==> config.mk <==
export PLATFORM = sky130hd
export DESIGN_NAME = ifu_prefetch
export DESIGN_NICKNAME = d
export VERILOG_FILES = /design/src/rtl/ifu_pkg.sv /design/src/rtl/ifu_prefetch_fetch_queue.sv /design/src/rtl/ifu_prefetch.sv
export SDC_FILE = /design/constraint.sdc
export NUM_CORES = 1
export LEC_CHECK = 0
export BUFFER_PORTS_ARGS = -buffer_cell sky130_fd_sc_hd__buf_2
export CAP_MARGIN = 5
export CORE_MARGIN = 1.5
export CORE_UTILIZATION = 40
export CTS_CLUSTER_SIZE = 10
export DETAILED_ROUTE_END_ITERATION = 16
export GPL_ROUTABILITY_DRIVEN = 0
export PLACE_DENSITY = 0.61
export SETUP_SLACK_MARGIN = 0.1
export SLEW_MARGIN = 20
export SYNTH_ARGS = -nofsm -noshare
export SYNTH_HDL_FRONTEND = slang
export SYNTH_SLANG_ARGS = --single-unit
==> constraint.sdc <==
create_clock -name clock -period 8.7 [get_ports clock]
set_input_delay 0.87 -clock clock [delete_from_list [all_inputs] [get_ports clock]]
set_output_delay 0.87 -clock clock [all_outputs]
set_load 0.01 [all_outputs]
==> src/rtl/ifu_pkg.sv <==
// ifu_pkg: shared constants, types and helpers for the instruction fetch unit.
//
//   INSTR_W       instruction word width (always 32)
//   DEF_ADDR_W    default PC/address width
//   DEF_RESET_PC  default PC loaded on reset
//   fetch_entry_t {pc, instr} pair at the default address width
//   next_pc()     sequential successor of a PC (wraps mod 2^DEF_ADDR_W)
package ifu_pkg;

    localparam int INSTR_W    = 32;
    localparam int DEF_ADDR_W = 32;
    localparam logic [DEF_ADDR_W-1:0] DEF_RESET_PC = '0;

    typedef struct packed {
        logic [DEF_ADDR_W-1:0] pc;
        logic [INSTR_W-1:0]    instr;
    } fetch_entry_t;

    function automatic logic [DEF_ADDR_W-1:0] next_pc(input logic [DEF_ADDR_W-1:0] pc);
        return pc + DEF_ADDR_W'(4);
    endfunction

endpackage

==> src/rtl/ifu_prefetch_fetch_queue.sv <==
// fetch_queue: synchronous FIFO with flush, used for the prefetch instruction
// queue and for the PC-tag FIFO that pairs responses with their addresses.
//
// Ports:
//   clock, rst     clock and asynchronous active-high reset
//   flush_i        empties the FIFO at the next edge; overrides push/pop
//   push_i         write push_data_i at the tail
//   pop_i          advance the head (ignored when empty)
//   head_o         current head entry (undefined when empty_o)
//   empty_o/full_o occupancy flags
//   count_o        occupancy, $clog2(DEPTH)+1 bits
//
// DEPTH must be a power of two >= 2 so the pointers wrap naturally.
module fetch_queue #(
    parameter int DEPTH = 4,
    parameter int W     = 32
) (
    input  logic                   clock,
    input  logic                   rst,
    input  logic                   flush_i,
    input  logic                   push_i,
    input  logic [W-1:0]           push_data_i,
    input  logic                   pop_i,
    output logic [W-1:0]           head_o,
    output logic                   empty_o,
    output logic                   full_o,
    output logic [$clog2(DEPTH):0] count_o
);

    localparam int AW = $clog2(DEPTH);
    localparam int CW = AW + 1;

    logic [W-1:0]  mem_q [DEPTH];
    logic [AW-1:0] rd_ptr_q, wr_ptr_q;
    logic [CW-1:0] count_q;
    logic          do_push, do_pop;

    assign empty_o = (count_q == '0);
    assign full_o  = (count_q == CW'(DEPTH));
    assign count_o = count_q;
    assign head_o  = mem_q[rd_ptr_q];

    // A push into a full FIFO is accepted only when the head leaves the same cycle.
    assign do_pop  = pop_i && !empty_o;
    assign do_push = push_i && (!full_o || do_pop);

    always_ff @(posedge clock or posedge rst) begin
        if (rst) begin
            rd_ptr_q <= '0;
            wr_ptr_q <= '0;
            count_q  <= '0;
        end else if (flush_i) begin
            rd_ptr_q <= '0;
            wr_ptr_q <= '0;
            count_q  <= '0;
        end else begin
            if (do_push) wr_ptr_q <= wr_ptr_q + AW'(1);
            if (do_pop)  rd_ptr_q <= rd_ptr_q + AW'(1);
            count_q <= count_q + CW'(do_push) - CW'(do_pop);
        end
    end

    // Storage carries no reset; contents are only observed while count_q > 0.
    always_ff @(posedge clock) begin
        if (do_push && !flush_i) mem_q[wr_ptr_q] <= push_data_i;
    end

endmodule

==> src/rtl/ifu_prefetch.sv <==
// ifu_prefetch: instruction fetch unit. Owns the PC, issues word-aligned
// requests to an in-order variable-latency instruction memory and buffers the
// returned words with their PCs for decode. A redirect flushes all speculative
// state; responses still in flight at that moment are counted and discarded.
//
// Ports:
//   clock, rst            clock, asynchronous active-high reset
//   imem_req_valid/addr   fetch request (memory always accepts)
//   imem_rsp_valid/data   in-order response word
//   inst_valid/ready      head-of-queue handshake to decode
//   inst_data/inst_pc     head instruction and its PC (0 while not valid)
//   redirect_valid/pc     new fetch stream; redirect_pc[1:0] ignored
//   stat_fetched          (IFU_STATS_EN) dequeue handshake count
//   stat_redirects        (IFU_STATS_EN) redirect cycle count
//
// Handshake: a word transfers to decode in every cycle where inst_valid and
// inst_ready are both high; inst_valid never depends on inst_ready.
//
// Build option: define IFU_STATS_EN to add the two statistics counters.
// ADDR_W must not exceed 32.
module ifu_prefetch
    import ifu_pkg::*;
#(
    parameter int                ADDR_W   = DEF_ADDR_W,
    parameter int                DEPTH    = 4,
    parameter logic [ADDR_W-1:0] RESET_PC = ADDR_W'(DEF_RESET_PC)
) (
    input  logic               clock,
    input  logic               rst,
    output logic               imem_req_valid,
    output logic [ADDR_W-1:0]  imem_req_addr,
    input  logic               imem_rsp_valid,
    input  logic [INSTR_W-1:0] imem_rsp_data,
    output logic               inst_valid,
    input  logic               inst_ready,
    output logic [INSTR_W-1:0] inst_data,
    output logic [ADDR_W-1:0]  inst_pc,
    input  logic               redirect_valid,
    input  logic [ADDR_W-1:0]  redirect_pc
`ifdef IFU_STATS_EN
    ,
    output logic [31:0]        stat_fetched,
    output logic [31:0]        stat_redirects
`endif
);

    localparam int CW = $clog2(DEPTH) + 1;
    localparam int EW = ADDR_W + INSTR_W;

    logic [ADDR_W-1:0] pc_q, pc_d;
    logic [CW-1:0]     inflight_q, inflight_d;
    logic [CW-1:0]     drop_q, drop_d;
    logic              started_q;

    logic              issue;
    logic              rsp_drop, rsp_keep;
    logic              deq;
    logic [CW:0]       credit_used;
    logic [ADDR_W-1:0] pc_plus4;

    logic [EW-1:0]     iq_head;
    logic              iq_empty, iq_full;
    logic [CW-1:0]     iq_count;
    logic [ADDR_W-1:0] tag_head;
    logic              tag_empty, tag_full;
    logic [CW-1:0]     tag_count;

    // Requests only start one edge after reset releases.
    always_ff @(posedge clock or posedge rst) begin
        if (rst) started_q <= 1'b0;
        else     started_q <= 1'b1;
    end

    // Every request in flight (including ones to be dropped) holds a queue
    // slot, so the instruction queue can never overflow.
    assign credit_used = {1'b0, iq_count} + {1'b0, inflight_q};
    assign issue       = started_q && !redirect_valid && (credit_used < (CW+1)'(DEPTH));

    assign imem_req_valid = issue;
    assign imem_req_addr  = pc_q;

    assign rsp_drop = imem_rsp_valid && (drop_q != '0);
    assign rsp_keep = imem_rsp_valid && (drop_q == '0);

    assign inst_valid = !iq_empty;
    assign deq        = inst_valid && inst_ready;
    assign inst_data  = inst_valid ? iq_head[INSTR_W-1:0] : '0;
    assign inst_pc    = inst_valid ? iq_head[EW-1 -: ADDR_W] : '0;

    assign pc_plus4 = ADDR_W'(next_pc(DEF_ADDR_W'(pc_q)));

    always_comb begin
        pc_d       = pc_q;
        inflight_d = inflight_q;
        drop_d     = drop_q;
        if (redirect_valid) begin
            // Everything still outstanding after this cycle belongs to the
            // old stream; a response arriving now is discarded with the flush.
            pc_d       = {redirect_pc[ADDR_W-1:2], 2'b00};
            inflight_d = inflight_q - CW'(imem_rsp_valid);
            drop_d     = inflight_q - CW'(imem_rsp_valid);
        end else begin
            if (issue) pc_d = pc_plus4;
            inflight_d = inflight_q + CW'(issue) - CW'(imem_rsp_valid);
            if (rsp_drop) drop_d = drop_q - CW'(1);
        end
    end

    always_ff @(posedge clock or posedge rst) begin
        if (rst) begin
            pc_q       <= RESET_PC;
            inflight_q <= '0;
            drop_q     <= '0;
        end else begin
            pc_q       <= pc_d;
            inflight_q <= inflight_d;
            drop_q     <= drop_d;
        end
    end

    // PC tags of live (non-dropped) requests, in issue order.
    fetch_queue #(.DEPTH(DEPTH), .W(ADDR_W)) u_tag_fifo (
        .clock       (clock),
        .rst         (rst),
        .flush_i     (redirect_valid),
        .push_i      (issue),
        .push_data_i (pc_q),
        .pop_i       (rsp_keep),
        .head_o      (tag_head),
        .empty_o     (tag_empty),
        .full_o      (tag_full),
        .count_o     (tag_count)
    );

    fetch_queue #(.DEPTH(DEPTH), .W(EW)) u_inst_queue (
        .clock       (clock),
        .rst         (rst),
        .flush_i     (redirect_valid),
        .push_i      (rsp_keep),
        .push_data_i ({tag_head, imem_rsp_data}),
        .pop_i       (deq),
        .head_o      (iq_head),
        .empty_o     (iq_empty),
        .full_o      (iq_full),
        .count_o     (iq_count)
    );

    logic unused_ok;
    assign unused_ok = ^{tag_empty, tag_full, tag_count, iq_full, redirect_pc[1:0]};

`ifdef IFU_STATS_EN
    logic [31:0] stat_fetched_q, stat_redirects_q;

    always_ff @(posedge clock or posedge rst) begin
        if (rst) begin
            stat_fetched_q   <= '0;
            stat_redirects_q <= '0;
        end else begin
            if (deq)            stat_fetched_q   <= stat_fetched_q + 32'd1;
            if (redirect_valid) stat_redirects_q <= stat_redirects_q + 32'd1;
        end
    end

    assign stat_fetched   = stat_fetched_q;
    assign stat_redirects = stat_redirects_q;
`endif

endmodule

==> results.cfg <==
[logic_synthesis]
synth-seq-cells = 419
synth-edff-count = 368
syn_area_per_cell_um2 = 18.53
synth_seq_area_share = 0.7310
synth-adder-area-share = 0.01914
async_reset_ff_frac = 0.1217
synth_area_leaders = edfxtp_1 66%, mux4_2 12%, dfrtp_1 7.6%
yosysMostFrequentCell = edfxtp_1
synth_warnings = 0
synth_top_family_by_area = multiplexers
synthTopCellsByCount = 368 x edfxtp_1, 92 x mux4_2, 71 x and2_1
yosys.area_share.simple = 0.07472
synth_mux_area_frac = 0.1260
synth_compound_area_frac = 0.02152
syn_area_mm2 = 0.01686
yosys.area.top_type = edfxtp_1
yosysTopAreaCellShare = 0.6553
synth_xor_area_frac = 0.01039
ys_types = 46
synthCells = 910
synthFlopType = edfxtp_1

[timing]
max_freq_mhz = 250.8
fin_crit_ns = 3.987
fin_crit_sh = 0.4583
fin_tns_setup_ns = 0
hold_violations = 0
tightest_slew_ns = 0.9796
maxSlewHeadroom = 0.3470
setup_violations = 0
skew_ns = 0.02168
slew_violations = 0
holdWs_ns = 0.4675
rsz0062_at_grt = false

[final_layout]
final.fill_count = 3552
drive_gt1_frac = 0.3018
num_antenna_cells = 0
seq_area_mm2 = 0.01233
nNetsFinal = 1185
areaGrowthSynthToFinish_pct = 16.81
multi_input_area_mm2 = 0.004270

[clock_tree]
cts_root_buffer = clkbuf_16
hold_buffers = 0
clock_latency_ns = 0.57
htreeDepth = 2
cts_resized = 0
post_cts_buffers = 0
path_clk_slew_ns = 0.06
cts_buffers = 49
cts_tree = built
clkSinkCount = 419
clock_path_buffers = 3

[power]
powerDensity_mw_per_mm2 = 276.9
leakagePower_nw = 6.769
peakVddDrop_v = 0.0001842

[worst_setup_path]
crit_required_ns = 7.83
crit_path_end_kind = output port
reg2reg_from = inflight_q[2]
rr_worst_depth = 5
path_class = flip-flop to output port
cp_max_fo = 44
arrival_ns = 3.12
reg2reg_setup_slack_ns = 5.19
r2r_end = u_tag_fifo.mem_q[2][27]
critPathLaunchType = flip-flop

[route]
drt-wirelength-per-cell_um = 20.77
num_vias = 8801
viasPerCell = 5.305
ant_nets = 0
wl_um = 34460
first_iter_violations = 565
dr.pass1.iters = 6
drc = 0

[global_route]
grt.overflow.total = 0
grt_pass1_vias = 9018
grt_usage = 0.1618
grt_max_degree = 66
antenna_found_initial = 0
grt_pass1_wl_um = 53450

[die]
die_y_um = 208.3
io_pins = 167
dieArea_mm2 = 0.04340
die_width_um = 208.3
core_area_mm2 = 0.04176
rows = 75
start_util = 0.4038

[placed_design]
detailed_place_hpwl_um = 20280
io_buffers = 160

[outcome]
status = complete, no violations

[min_path]
hold_path_class = input pin to async pin

[run]
cap_violations = 0
## metrics by stage
step	worst slack, ns	total power, mW	util	instances	cell area [µm²]
3_5_place_dp	4.912	3.688	0.4378	1580	18280
3_3_place_gp	4.924	3.674	0.4378	1580	18280
2_1_floorplan	5.271	3.248	-	913	16870
5_1_grt	4.433	5.735	0.4717	1659	19700
6_report	4.713	5.455	0.4717	1659	19700
4_1_cts	4.548	5.555	0.4717	1659	19700
## registers in the layout, indices dropped and copies added (netlist names)
register               cells
u_inst_queue.count_o       3
u_tag_fifo.count_o         3
u_tag_fifo.mem_q         120
u_tag_fifo.wr_ptr_q        2
u_inst_queue.wr_ptr_q      2
u_inst_queue.rd_ptr_q      2
u_tag_fifo.rd_ptr_q        2
imem_req_addr             30
inflight_q                 3
drop_q                     3
u_inst_queue.mem_q       248
started_q                  1
## final cells by class
class | instances | share of cell area
Multi-Input combinational cell | 423 | 0.2168
Sequential cell | 419 | 0.6262
Timing Repair Buffer | 175 | 0.04637
Tap cell | 539 | 0.03424
Inverter | 24 | 0.004574
Clock inverter | 8 | 0.004256
Clock buffer | 71 | 0.06753
## worst max path at each step
stage / endpoint / cells after the start / startpoint
2_1_floorplan: u_inst_queue.mem_q[0][0] / 4 / redirect_valid
3_3_place_gp: u_inst_queue.mem_q[0][52] / 5 / redirect_valid
3_5_place_dp: u_inst_queue.mem_q[0][52] / 5 / redirect_valid
4_1_cts: inst_pc[18] / 4 / u_inst_queue.rd_ptr_q[0]
5_1_grt: inst_pc[18] / 4 / u_inst_queue.rd_ptr_q[0]
6_report: inst_pc[18] / 4 / u_inst_queue.rd_ptr_q[0]
## routing by layer
metal,vias up,part of all wire,GRT usage,wire (µm)
li1,3947,-,-,-
met1,4570,0.46,0.2280,15860
met2,231,0.47,0.2546,16070
met3,53,0.055,0.03713,1904
met4,0,0.018,0.04254,629
met5,-,0,0,0
## cell usage in the layout, fill, tap and decap left out, types with 11 or more instances in the layout
cell and count:
nand3_1 21, ha_1 21, o21ai_0 15, dfrtp_1 47, a31oi_1 11, or4_1 17, mux4_2 92, clkbuf_16 50
clkbuf_1 21, and2_1 71, edfxtp_1 368, nand2_1 33, buf_4 15, nor2_1 30, buf_2 160, inv_1 22
## logic make-up after synthesis
family | count (synthesis)
compound gates | 55
xor+xnor | 20
fa+ha+maj | 24
buf+inv | 71
flops | 419
mux | 97
other cells | 2
simple gates | 222
## worst max-delay path, stage by stage, from the launching register on
cell and delay [ns]:
dfrtp_4 0.74, buf_4 0.80, mux4_2 0.59, and2_1 0.20, buf_2 0.15
## where the power goes
group / switching (mW) / leakage (nW) / internal, mW
combinational: 0.610 / 2.16 / 0.526
clock: 0.758 / 0.683 / 1.08
sequential: 0.124 / 3.93 / 2.36
No activity file was read; power rests on OpenSTA's default activity.
